<file path="config.mk">
export PLATFORM = sky130hd
export DESIGN_NAME = srdl2sv_b2r_arbiter
export DESIGN_NICKNAME = d
export VERILOG_FILES = /design/src/rtl/srdl2sv_b2r_arbiter.sv
export SDC_FILE = /design/constraint.sdc
export NUM_CORES = 1
export LEC_CHECK = 0
export CAP_MARGIN = 20
export CORE_AREA = 2 2 122 124
export CTS_BUF_LIST = sky130_fd_sc_hd__clkbuf_8
export DETAILED_ROUTE_END_ITERATION = 6
export DIE_AREA = 0 0 124 126
export GPL_TIMING_DRIVEN = 0
export SETUP_SLACK_MARGIN = 0.05
export SLEW_MARGIN = 0
export SYNTH_ARGS = -nofsm -noshare
export SYNTH_HDL_FRONTEND = slang
export SYNTH_SLANG_ARGS = --single-unit
</file>
<file path="constraint.sdc">
create_clock -name HCLK -period 3.4 [get_ports HCLK]
set_clock_uncertainty 0.15 [all_clocks]
set_input_delay 0.85 -clock HCLK [delete_from_list [all_inputs] [get_ports HCLK]]
set_output_delay 0.85 -clock HCLK [all_outputs]
set_load 0.02 [all_outputs]
</file>
<file path="src/rtl/srdl2sv_b2r_arbiter.sv">
// Two-requester arbiter in front of a shared srdl2sv register block.
// Round-robin on ties, zero-bubble handover, optional per-beat timeout that answers with err.
package srdl2sv_b2r_pkg;
    typedef struct packed {
        logic        w_vld;
        logic        r_vld;
        logic [31:0] addr;
        logic [31:0] data;
        logic [3:0]  byte_en;
    } b2r_t;

    typedef struct packed {
        logic [31:0] data;
        logic        rdy;
        logic        err;
    } r2b_t;
endpackage

module srdl2sv_b2r_arbiter #(
    parameter int  BUS_BITS       = 32,
    parameter int  TIMEOUT_CYCLES = 255,
    parameter int  COUNT_W        = 8,
    parameter type b2r_t          = srdl2sv_b2r_pkg::b2r_t,
    parameter type r2b_t          = srdl2sv_b2r_pkg::r2b_t
) (
    input  logic HCLK,
    input  logic HRESET,
    input  b2r_t b2r_0,
    output r2b_t r2b_0,
    input  b2r_t b2r_1,
    output r2b_t r2b_1,
    output b2r_t b2r,
    input  r2b_t r2b
);

    typedef enum logic [1:0] {IDLE, GNT0, GNT1} state_t;

    // TIMEOUT_CYCLES must fit in the counter (<= 2**COUNT_W-1).
    localparam bit                 TO_EN     = (TIMEOUT_CYCLES > 0);
    localparam logic [COUNT_W-1:0] TO_LAST   = COUNT_W'(TIMEOUT_CYCLES - 1);
    localparam logic [COUNT_W-1:0] CNT_MAX   = '1;
    localparam logic [BUS_BITS-1:0] ZERO_DATA = '0;

    state_t             state, state_nxt;
    logic               last_gnt;
    logic [COUNT_W-1:0] cnt;

    logic req0, req1;
    logic in_gnt, sel, gnt_req, oth_req;
    logic timeout, beat;
    r2b_t rsp;

    assign req0 = b2r_0.w_vld | b2r_0.r_vld;
    assign req1 = b2r_1.w_vld | b2r_1.r_vld;

    always_comb begin
        state_nxt = state;
        b2r       = '0;
        r2b_0     = '0;
        r2b_1     = '0;
        rsp       = r2b;
        in_gnt    = (state == GNT0) || (state == GNT1);
        sel       = (state == GNT1);
        gnt_req   = sel ? req1 : req0;
        oth_req   = sel ? req0 : req1;
        timeout   = TO_EN && in_gnt && gnt_req && !r2b.rdy && (cnt == TO_LAST);
        beat      = in_gnt && gnt_req && (r2b.rdy || timeout);

        if (in_gnt) begin
            b2r = sel ? b2r_1 : b2r_0;
            // A timed-out beat is answered locally and never reaches the block.
            if (timeout) begin
                b2r.w_vld = 1'b0;
                b2r.r_vld = 1'b0;
                rsp.rdy   = 1'b1;
                rsp.err   = 1'b1;
                rsp.data  = ZERO_DATA;
            end
            if (sel) r2b_1 = rsp;
            else     r2b_0 = rsp;
        end

        case (state)
            IDLE: begin
                if (req0 && req1) state_nxt = last_gnt ? GNT0 : GNT1;
                else if (req0)    state_nxt = GNT0;
                else if (req1)    state_nxt = GNT1;
            end
            GNT0, GNT1: begin
                if (!gnt_req)             state_nxt = IDLE;
                else if (beat && oth_req) state_nxt = sel ? GNT0 : GNT1;
            end
            default: state_nxt = IDLE;
        endcase
    end

    always_ff @(posedge HCLK or posedge HRESET) begin
        if (HRESET) begin
            state    <= IDLE;
            last_gnt <= 1'b1;
            cnt      <= '0;
        end else begin
            state <= state_nxt;
            if (beat) last_gnt <= sel;
            if (beat || !in_gnt || (state_nxt != state))
                cnt <= '0;
            else if (!r2b.rdy && (cnt != CNT_MAX))
                cnt <= cnt + COUNT_W'(1);
        end
    end

endmodule

</file>
Yosys cells after proc, flatten, opt, wreduce, memory -nomap -nowiden

Cells that the tools add are included.

Bitwise operators: 2
Equal/unequal tests: 5
Mux-type cells: 20
Reduce and logical (&&, ||, !) cells: 16
Add/subtract/negate cells: 1

Operator list:

| cell                                                            | number |
|---|---|
| 34-bit 2-to-1 mux                                               | 5 |
| 70-bit 2-to-1 mux                                               | 2 |
| 2-bit 2-to-1 mux                                                | 8 |
| 8-bit 2-to-1 mux                                                | 2 |
| 8-bit by 1-bit adder with 8-bit output, second input constant   | 1 |
| 8-bit == test, second input constant                            | 1 |
| 8-bit inequality test, second input constant                    | 1 |
| 1-bit logical AND                                               | 7 |
| 1-bit logical OR                                                | 4 |
| 2-bit case mux with 2 select lines                              | 1 |
| 2-bit by 1-bit == test with 1-bit output, second input constant | 1 |
| 2-bit == test, second input constant                            | 1 |
| 1-bit logical NOT                                               | 2 |
| 2-bit logical NOT                                               | 1 |
| 1-bit 2-to-1 mux                                                | 2 |
| 2-bit inequality test                                           | 1 |
| 1-bit OR                                                        | 2 |
| 2-bit nonzero test                                              | 1 |
| 2-bit OR reduction                                              | 1 |

Bits of input ports: 176
Output and inout port bits: 138
Logic and storage cells: 47
Register bits after elaboration: 11

Longest topological paths before layout

Gate-level depths: netlist (run 1).

Depth in word-level cells: 14
Gate-level depth with buffers: 9

Worst setup path after synthesis (run 1)

Ideal clock, no wire load.

Path kind: register to output
Start: reg state[0]
End: out r2b_0[10] (netlist name)
Required time: 2,400 ps
Cell stages (with the launch flop): 10
Slack: 378 ps
Arrival: 2,022 ps
Path through: dfrtp_1 inv_1 ha_1 buf_6 nand2_2 o22a_4 nor4_4 nor2_4 buf_6 and2_1

RTL lines:

| item                     | line | source |
|---|---|---|
| start: declaration       | 44   | `state_t state, state_nxt;` |
| start signal: assignment | 103  | `state <= state_nxt;` |
| end: declaration         | 29   | `output r2b_t r2b_0,` |

==> summary.md, run 1 <==
The run finished with clean final reports. Worst-case register-to-register setup slack: 1.08 ns. The sequential cells in the finished layout cover a total of 279 um^2. The critical path goes through clkdlybuf4s15_1 -> nor2_4 -> o22a_4 -> nor4_4 -> buf_6 -> buf_4 -> nor3b_1 -> clkdlybuf4s15_2. The number of enable-type register cells in the synthesized netlist was 0; the share of the core filled with cells was 0.417. Power spread over the standard cell area amounts to 691 nW/um^2. The dominant cell type by area after synthesis is sky130_fd_sc_hd__mux2i_1.

Yosys attributes the largest share of cell area to sky130_fd_sc_hd__mux2i_1 28%, sky130_fd_sc_hd__nor2b_1 17%, sky130_fd_sc_hd__and2_1 15%, sky130_fd_sc_hd__dfrtp_1 9.6%, sky130_fd_sc_hd__buf_6 3.0%. After floorplanning, the core was divided into 44 placement rows. The detailed router finished its first iteration with 125 violations. The run gives 1 as the number of H-tree levels. The run gives 0.106 as the sequential cell area fraction in the yosys report.

For the total grt overflow, the log shows 0. The cell with the largest stage delay on the worst path was sky130_fd_sc_hd__clkdlybuf4s15_2. Summing all placed instances gives a cell area of 5960 um^2. At the end of routability-driven placement, the weighted congestion stood at 0.888.

The run gives 0 as the number of warnings reported in the yosys synthesis log. The filler cells instantiated in the layout total 1465. The tools report the end of the worst register-to-register path as cnt[4]. The worst register-to-register path begins at state[1]. The via count of the first global-routing pass came out at 3544.

The logs give 0.498 for the worst slew margin relative to its limit and 0.24 ns for the clock latency reported for the late side of the worst-skew pair. The tool flagged a number of max-cap violations equal to 0. For the post-detailed-route DRC marker count, the log shows 0. After clock tree synthesis, the clock-pin slew on the worst setup and hold paths is 0.05 ns.

The logs give 2.30 ns for the data arrival time at the worst-slack endpoint and 5980 um^2 for the post-layout instance area. The tree is rooted in a sky130_fd_sc_hd__clkbuf_8. Setup repair after global routing left no endpoint under its margin.

Share of flip-flops with an asynchronous set or reset: 1.00. The class of the most critical setup path was input pin to output port. The number of hold violations in the final report came out at 0. The logs give 2600 um^2 for the cell area after synthesis and 0 for the number of antenna diodes.

The worst-margin pin slew is 0.752 ns. TritonCTS built the clock tree. The logs give 2.40 ns for the required time at the endpoint of the critical path and 2190 um^2 for the area of the multi-input gates. The number of clock buffers inserted by TritonCTS came out at 3. The tools report the type of origin of the critical path as an input pin. The count of TritonRoute iterations in the first routing pass was 4. The via density per instance came out at 4.22. The tools report the category of the worst setup path capture point as an output port. The fraction of layout cells with a size suffix above 1 was 0.205; the number of cells on the worst reg-to-reg path was 9.

The die width was 124 um; the core region area was 14300 um^2. The tools report the initial cell density of the core as 0.182. The detail route stage leaves a number of antenna-violating nets equal to 0. Counting every net in the synthesized netlist gives 511.

Counting flops and latches in the post-synthesis netlist gives 11. For the synthesized instance count, the log shows 330. The tools report the last element of the critical path as b2r[68]. The worst path needs 3.30 ns of the cycle, external delays included. Synthesis instantiated 48 different standard cells from the library.

The logs give 0.470 ns for the smallest hold slack and 0 for the quantity of hold-fixing buffers added after cts. Entering global routing, the biggest net connects 12 pins. The type of the most critical hold path was flop to flop. Among all flip-flop cells after synthesis, the most frequent one is sky130_fd_sc_hd__dfrtp_1. The number of buffers on the longest clock path is 2, and the area growth from synthesis to layout is 130%. Leaving out fill and tap cells, the most frequent cells in the layout are 176 x sky130_fd_sc_hd__clkdlybuf4s50_1, 72 x sky130_fd_sc_hd__mux2i_1, 70 x sky130_fd_sc_hd__nor2b_1, 61 x sky130_fd_sc_hd__and2_1, 59 x sky130_fd_sc_hd__buf_2.

Based on the critical path, the design can be clocked at up to 303 MHz. The routed design has 13900 um of wire. For this design the static power due to leakage is 3.28 nW. The launch point of the critical path is b2r_1[69].

The global-route total usage across every layer is 0.160. The logs give 841 for the net count of the finished layout and 11600 um for the half-perimeter wire length after placement. For the worst ir drop on vdd, the log shows 0.253 mV. The first global-routing pass estimated 19600 um of wire.

The count of buffers added on input and output ports is 313. Clock tree synthesis found a total of 11 sinks. 314 I/O pins were placed.

The tools report the total setup violations reported at the end of the flow as 0. Dividing the detail-routed wire length by the instance count gives 16.5 um. The area share of the largest cell type after synthesis works out to 0.277. The largest incremental delay on the critical path came out at 0.30 ns. The final count of pins violating max slew came out at 0. The die covers 15600 um^2. After synthesis, the mean cell area works out to 7.88 um^2.

The height of the die was 126 um; the total via count in the routed design was 3555. Number of antenna violations at the first check in global routing: 0. The share of the clock period used by the worst path is 0.971. In this run the worst path has a maximum fanout of 7. The library cell used most frequently in the layout, excluding fill and tap cells, is sky130_fd_sc_hd__clkdlybuf4s50_1.
==> flip-flops by register name, indices dropped and copies added, names as in the netlist <==
register and flops:
cnt 8, state 2, last_gnt 1
==> metal layers <==
| layer | track usage | wire [um] | part of all wire | up-vias |
|---|---|---|---|---|
| li1 | - | - | - | 1778 |
| met1 | 0.183 | 5260 | 0.38 | 1621 |
| met2 | 0.308 | 7410 | 0.53 | 145 |
| met3 | 0.0322 | 1100 | 0.079 | 11 |
| met4 | 0.0205 | 119 | 0.0086 | 0 |
| met5 | 0 | 0 | 0 | - |
==> critical path: cells and delay by family <==
kind	cells	cell delay, ns
AOI/OAI and AO/OA	1	0.19
buffers and inverters	4	0.82
and+or+nand+nor	3	0.44
==> per-stage QoR <==
| stage | worst slack (ns) | std cells | power [W] | TNS [ns] |
|---|---|---|---|---|
| 4_1_cts | 0.0501 | 841 | 0.00422 | 0 |
| 3_3_place_gp | -0.848 | 827 | 0.00414 | -61.33 |
| 2_1_floorplan | 0.378 | 330 | 0.00243 | 0 |
| 3_5_place_dp | -0.859 | 827 | 0.00418 | -63.64 |
| 5_1_grt | 0.0553 | 843 | 0.00441 | 0 |
| 6_report | 0.0970 | 843 | 0.00413 | 0 |
==> kinds of logic (layout without fill, tap and decap cells) <==
group                    after synthesis  after routing  share of synthesized area
flip-flops                            11             11                      0.106
AND/OR/NAND/NOR                      188            188                      0.455
AO/OA/AOI/OAI                         23             23                     0.0625
buffers and inverters                 28            357                     0.0645
multiplexers                          73             73                      0.281
XOR/XNOR                               2              2                    0.00674
adder cells (fa/ha/maj)                5              5                     0.0241
==> worst min-delay path by stage <==
| stage | start | end | slack, ns | cells past startpoint |
|---|---|---|---|---|
| 2_1_floorplan | cnt[2] | cnt[2] | 0.41 | 3 |
| 3_3_place_gp | cnt[0] | cnt[0] | 0.45 | 2 |
| 3_5_place_dp | cnt[0] | cnt[0] | 0.45 | 2 |
| 4_1_cts | cnt[0] | cnt[0] | 0.47 | 2 |
| 5_1_grt | last_gnt | last_gnt | 0.50 | 1 |
| 6_report | cnt[0] | cnt[0] | 0.47 | 2 |
==> repair_timing <==
| action | in CTS | in global routing |
|---|---|---|
| endpoints found under the setup margin | 138 | 124 |
| gates cloned | 0 | 0 |
| setup buffers | 10 | 2 |
| gates resized for setup | 321 | 59 |
| pin swaps | 3 | 3 |
==> layout make-up <==
| cell class | instances | area share |
|---|---|---|
| buffer | 23 | 0.0316 |
| inverter | 5 | 0.00314 |
| clock inverter | 1 | 0.000628 |
| sequential | 11 | 0.0467 |
| timing repair buffer | 325 | 0.506 |
| multi-input combinational | 291 | 0.366 |
| clock buffer | 3 | 0.00691 |
| tap | 184 | 0.0385 |
==> cells in the mapped netlist (4+ instances only) <==
cell type / number
sky130_fd_sc_hd__dfrtp_1: 10
sky130_fd_sc_hd__ha_1: 5
sky130_fd_sc_hd__and2_1: 61
sky130_fd_sc_hd__mux2i_1: 72
sky130_fd_sc_hd__and2_2: 4
sky130_fd_sc_hd__buf_2: 7
sky130_fd_sc_hd__clkbuf_1: 8
sky130_fd_sc_hd__nor2_1: 12
sky130_fd_sc_hd__nand2_1: 8
sky130_fd_sc_hd__nor2b_1: 70
sky130_fd_sc_hd__buf_6: 7
sky130_fd_sc_hd__inv_1: 5
sky130_fd_sc_hd__o21ai_0: 8
sky130_fd_sc_hd__nor3_1: 9
sky130_fd_sc_hd__nand3_1: 4
==> power breakdown <==
| part | total (W) | internal, W | switching, W |
|---|---|---|---|
| sequential | 0.000176 | 0.000157 | 0.0000194 |
| clock | 0.000130 | 0.0000794 | 0.0000510 |
| combinational | 0.00382 | 0.00179 | 0.00203 |
| total | 0.00413 | 0.00203 | 0.00210 |
Power figures use the tool's default switching activity.
==> run 2, diff against run 1 <==
Settings changed: PLACE_DENSITY set to 0.6, SKIP_LAST_GASP set to 1.
Clock period 3.4 ns to 3.5 ns, I/O delays scaled along.
==> run 2 against run 1 <==
  * Worst setup slack better by 0.059 ns
  * Global-route usage is 0.10 points lower
  * Combinational power hardly changed
  * Power is 0.67% lower
  * Cell count is 0.24% higher
  * Hold slack worse by 0.0021 ns
  * Critical path type unchanged
  * Critical endpoint unchanged
  * Largest cell class unchanged
  * Highest routed layer unchanged
==> summary.md, run 2 (synthesized netlist as in run 1, its figures left out) <==
The worst path needs 3.34 ns of the cycle, external delays included. The floorplan step set the die height to 126 um. The cell type group with the largest total delay on the critical path was buffers and inverters. The tools report the worst hold path startpoint as cnt[0]. The slowest stage of the critical path belongs to the cell sky130_fd_sc_hd__clkdlybuf4s15_2.

The routed design has 13900 um of wire. The logs give 5950 um^2 for the post-layout instance area and 0 for the number of maximum-capacitance violations. The logs give 19500 um for the first-pass GRT wire length and 1 for the number of H-tree levels. The first detailed-routing pass ran for 4 iterations. The later pin in the worst-skew pair is clocked with a latency of 0.24 ns.

The highest metal layer carrying signal wires in the routed design is met4. The multi-input combinational cells in the finished layout cover a total of 2190 um^2. Summed over all nets, the half-perimeter wirelength after detailed placement is 11600 um. The final route contains 3578 vias.

Clock tree synthesis selected as its root buffer the cell sky130_fd_sc_hd__clkbuf_8. The share of the clock period used by the worst path was 0.955. The initial cell density of the core was 0.182.

For the final standard cell count with taps included and fillers excluded, the log shows 845. The type of origin of the critical path is an input pin. The critical path goes through clkdlybuf4s15_1 -> nor2_4 -> o22a_4 -> nor4_4 -> buf_6 -> buf_4 -> nor3b_1 -> clkdlybuf4s15_2.

The placed instances occupy a cell area of 5960 um^2. The critical path is of the input pin to output port type. For this design the top-level I/O count stands at 314. Setup repair after global routing left no endpoint under its margin. After detailed routing, the number of remaining DRC violations is 0. The required time at the endpoint of the critical path was 2.47 ns. The routability congestion estimate from global placement is 0.888.

The flow ran to the end, and the final reports show no timing, DRC or antenna violations. After detailed routing, the average wire length per cell comes to 16.5 um. The leakage power figure was 2.95 nW. In the layout the commonest cells are 208 x sky130_fd_sc_hd__clkdlybuf4s50_1, 72 x sky130_fd_sc_hd__mux2i_1, 70 x sky130_fd_sc_hd__nor2b_1, 61 x sky130_fd_sc_hd__and2_1, 61 x sky130_fd_sc_hd__buf_2. The die width was 124 um. TritonCTS built the clock tree. Buffers inserted during clock tree synthesis total 3. Beginning of the worst register-to-register path: state[0].

After detailed routing, the met3 layer carries 1160 um of wire. The number of buffers and inverters on the critical path is 4. The final count of pins violating max slew was 0; the post-layout total power was 0.00410 W. The number of flip-flops under the largest register name is 8, and the area growth from synthesis to layout is 129%. In this run the core area contains 44 standard-cell rows. The floorplan step defined a die boundary enclosing 15600 um^2.

The number of filler cells placed in the layout came out at 1462. The post-route setup TNS is 0 ns. The clock net in this run drives a total of 11 sinks.

For the worst slew margin relative to its limit, the log shows 0.498. The worst-margin pin slew came out at 0.753 ns. The library cell used most frequently in the layout, excluding fill and tap cells, is sky130_fd_sc_hd__clkdlybuf4s50_1. The tools report the worst ir drop on vdd as 0.258 mV. After detailed routing, the met2 layer carries 7400 um of wire.

Counting tap cells, the placed design contains a total of 827 instances. The largest registers in the layout are cnt x8, state x2, last_gnt x1. Quantity of hold-fixing buffers added after cts: 0. The number of antenna violations at the first check in global routing was 0; the total grt overflow was 0.

The via count of the first global-routing pass was 3524; the number of cells on the worst hold path was 2. The fraction of layout cells with a size suffix above 1 is 0.207. After clock tree synthesis, the clock-pin slew on the worst setup and hold paths is 0.05 ns. The total setup violations reported at the end of the flow was 0; the worst-case register-to-register setup slack was 1.08 ns. For the global-route total usage across every layer, the log shows 0.159. For hold timing, the worst endpoint is cnt[0]. The largest single stage delay on the critical path is 0.30 ns.

In the final routing, the length of wire on met1 measures 5240 um. The number of hold violations in the final report came out at 0. Once detail routing completed, the nets flagged for antenna violations numbered 0.

The min-delay analysis places its worst path in the category flop to flop. The core region is 14300 um^2. The largest register by flop count is cnt.

Along the worst path, the maximum fanout reaches 7. The total area of sequential cells came out at 279 um^2. The pin count of the biggest net entering global routing came out at 12. The via density per instance came out at 4.23. The net count of the finished layout was 843. The first routing iteration left 119 violations. In this run the critical register-to-register path is captured at cnt[7].

Data on the critical path arrives at its endpoint at 2.32 ns. Buffers placed on the I/O ports in this run total 313. The number of antenna diodes in the final layout is 0. The category of the worst setup path capture point was an output port.

The share of the core filled with cells was 0.415. The tools report the number of buffers on the longest clock path as 2. Counting cells, the worst reg-to-reg path comes to 10. The highest clock rate was 299 MHz; the power density over cell area was 690 nW/um^2.
[run 2: what timing repair did]
item | in CTS | in global routing
cloned | 0 | 0
resized for setup | 299 | 47
endpoints found under the setup margin | 137 | 136
pin swaps | 1 | 4
setup buffers | 8 | 6
[run 2: layout make-up]
class,instances,area share
multi-input combinational,291,0.368
inverter,5,0.00316
timing repair buffer,327,0.505
sequential,11,0.0469
clock inverter,1,0.000631
buffer,23,0.0305
tap,184,0.0387
clock buffer,3,0.00694
[run 2: where the power goes]
| group | switching, W | total (W) | internal [W] |
|---|---|---|---|
| combinational | 0.00198 | 0.00380 | 0.00182 |
| clock | 0.0000510 | 0.000128 | 0.0000773 |
| sequential | 0.0000188 | 0.000171 | 0.000152 |
[run 2: worst register-to-register path: cells and delay by family (launching register included)]
kind / cells / cell delay, ns
compound gates: 2 / 0.76
buf+inv: 4 / 0.46
flops: 1 / 0.42
simple gates: 3 / 0.28
fa+ha+maj: 1 / 0.20
[run 2: layer usage]
layer  up-vias  track usage
met5         -            0
met1      1632        0.182
li1       1782            -
met2       155        0.306
met3         9       0.0322
met4         0       0.0205
[run 2: stage by stage]
step / worst slack [ns] / hold slack [ns]
2_1_floorplan: 0.453 / 0.413
3_3_place_gp: -0.798 / 0.448
3_5_place_dp: -0.809 / 0.453
4_1_cts: -0.0370 / 0.468
5_1_grt: 0.0487 / 0.505
6_report: 0.156 / 0.468
[run 2: worst max path at each step]
stage                         start        end  slack [ns]  depth (start not counted)
after detailed placement  b2r_0[68]  r2b_0[24]       -0.81                          8
after global placement    b2r_0[69]  r2b_0[24]       -0.80                          8
after global routing       state[0]    b2r[29]        0.05                          7
after CTS                  state[0]   r2b_0[5]       -0.04                         11
final                     b2r_1[69]    b2r[68]        0.16                          8
after floorplan            state[0]  r2b_0[10]        0.45                          9
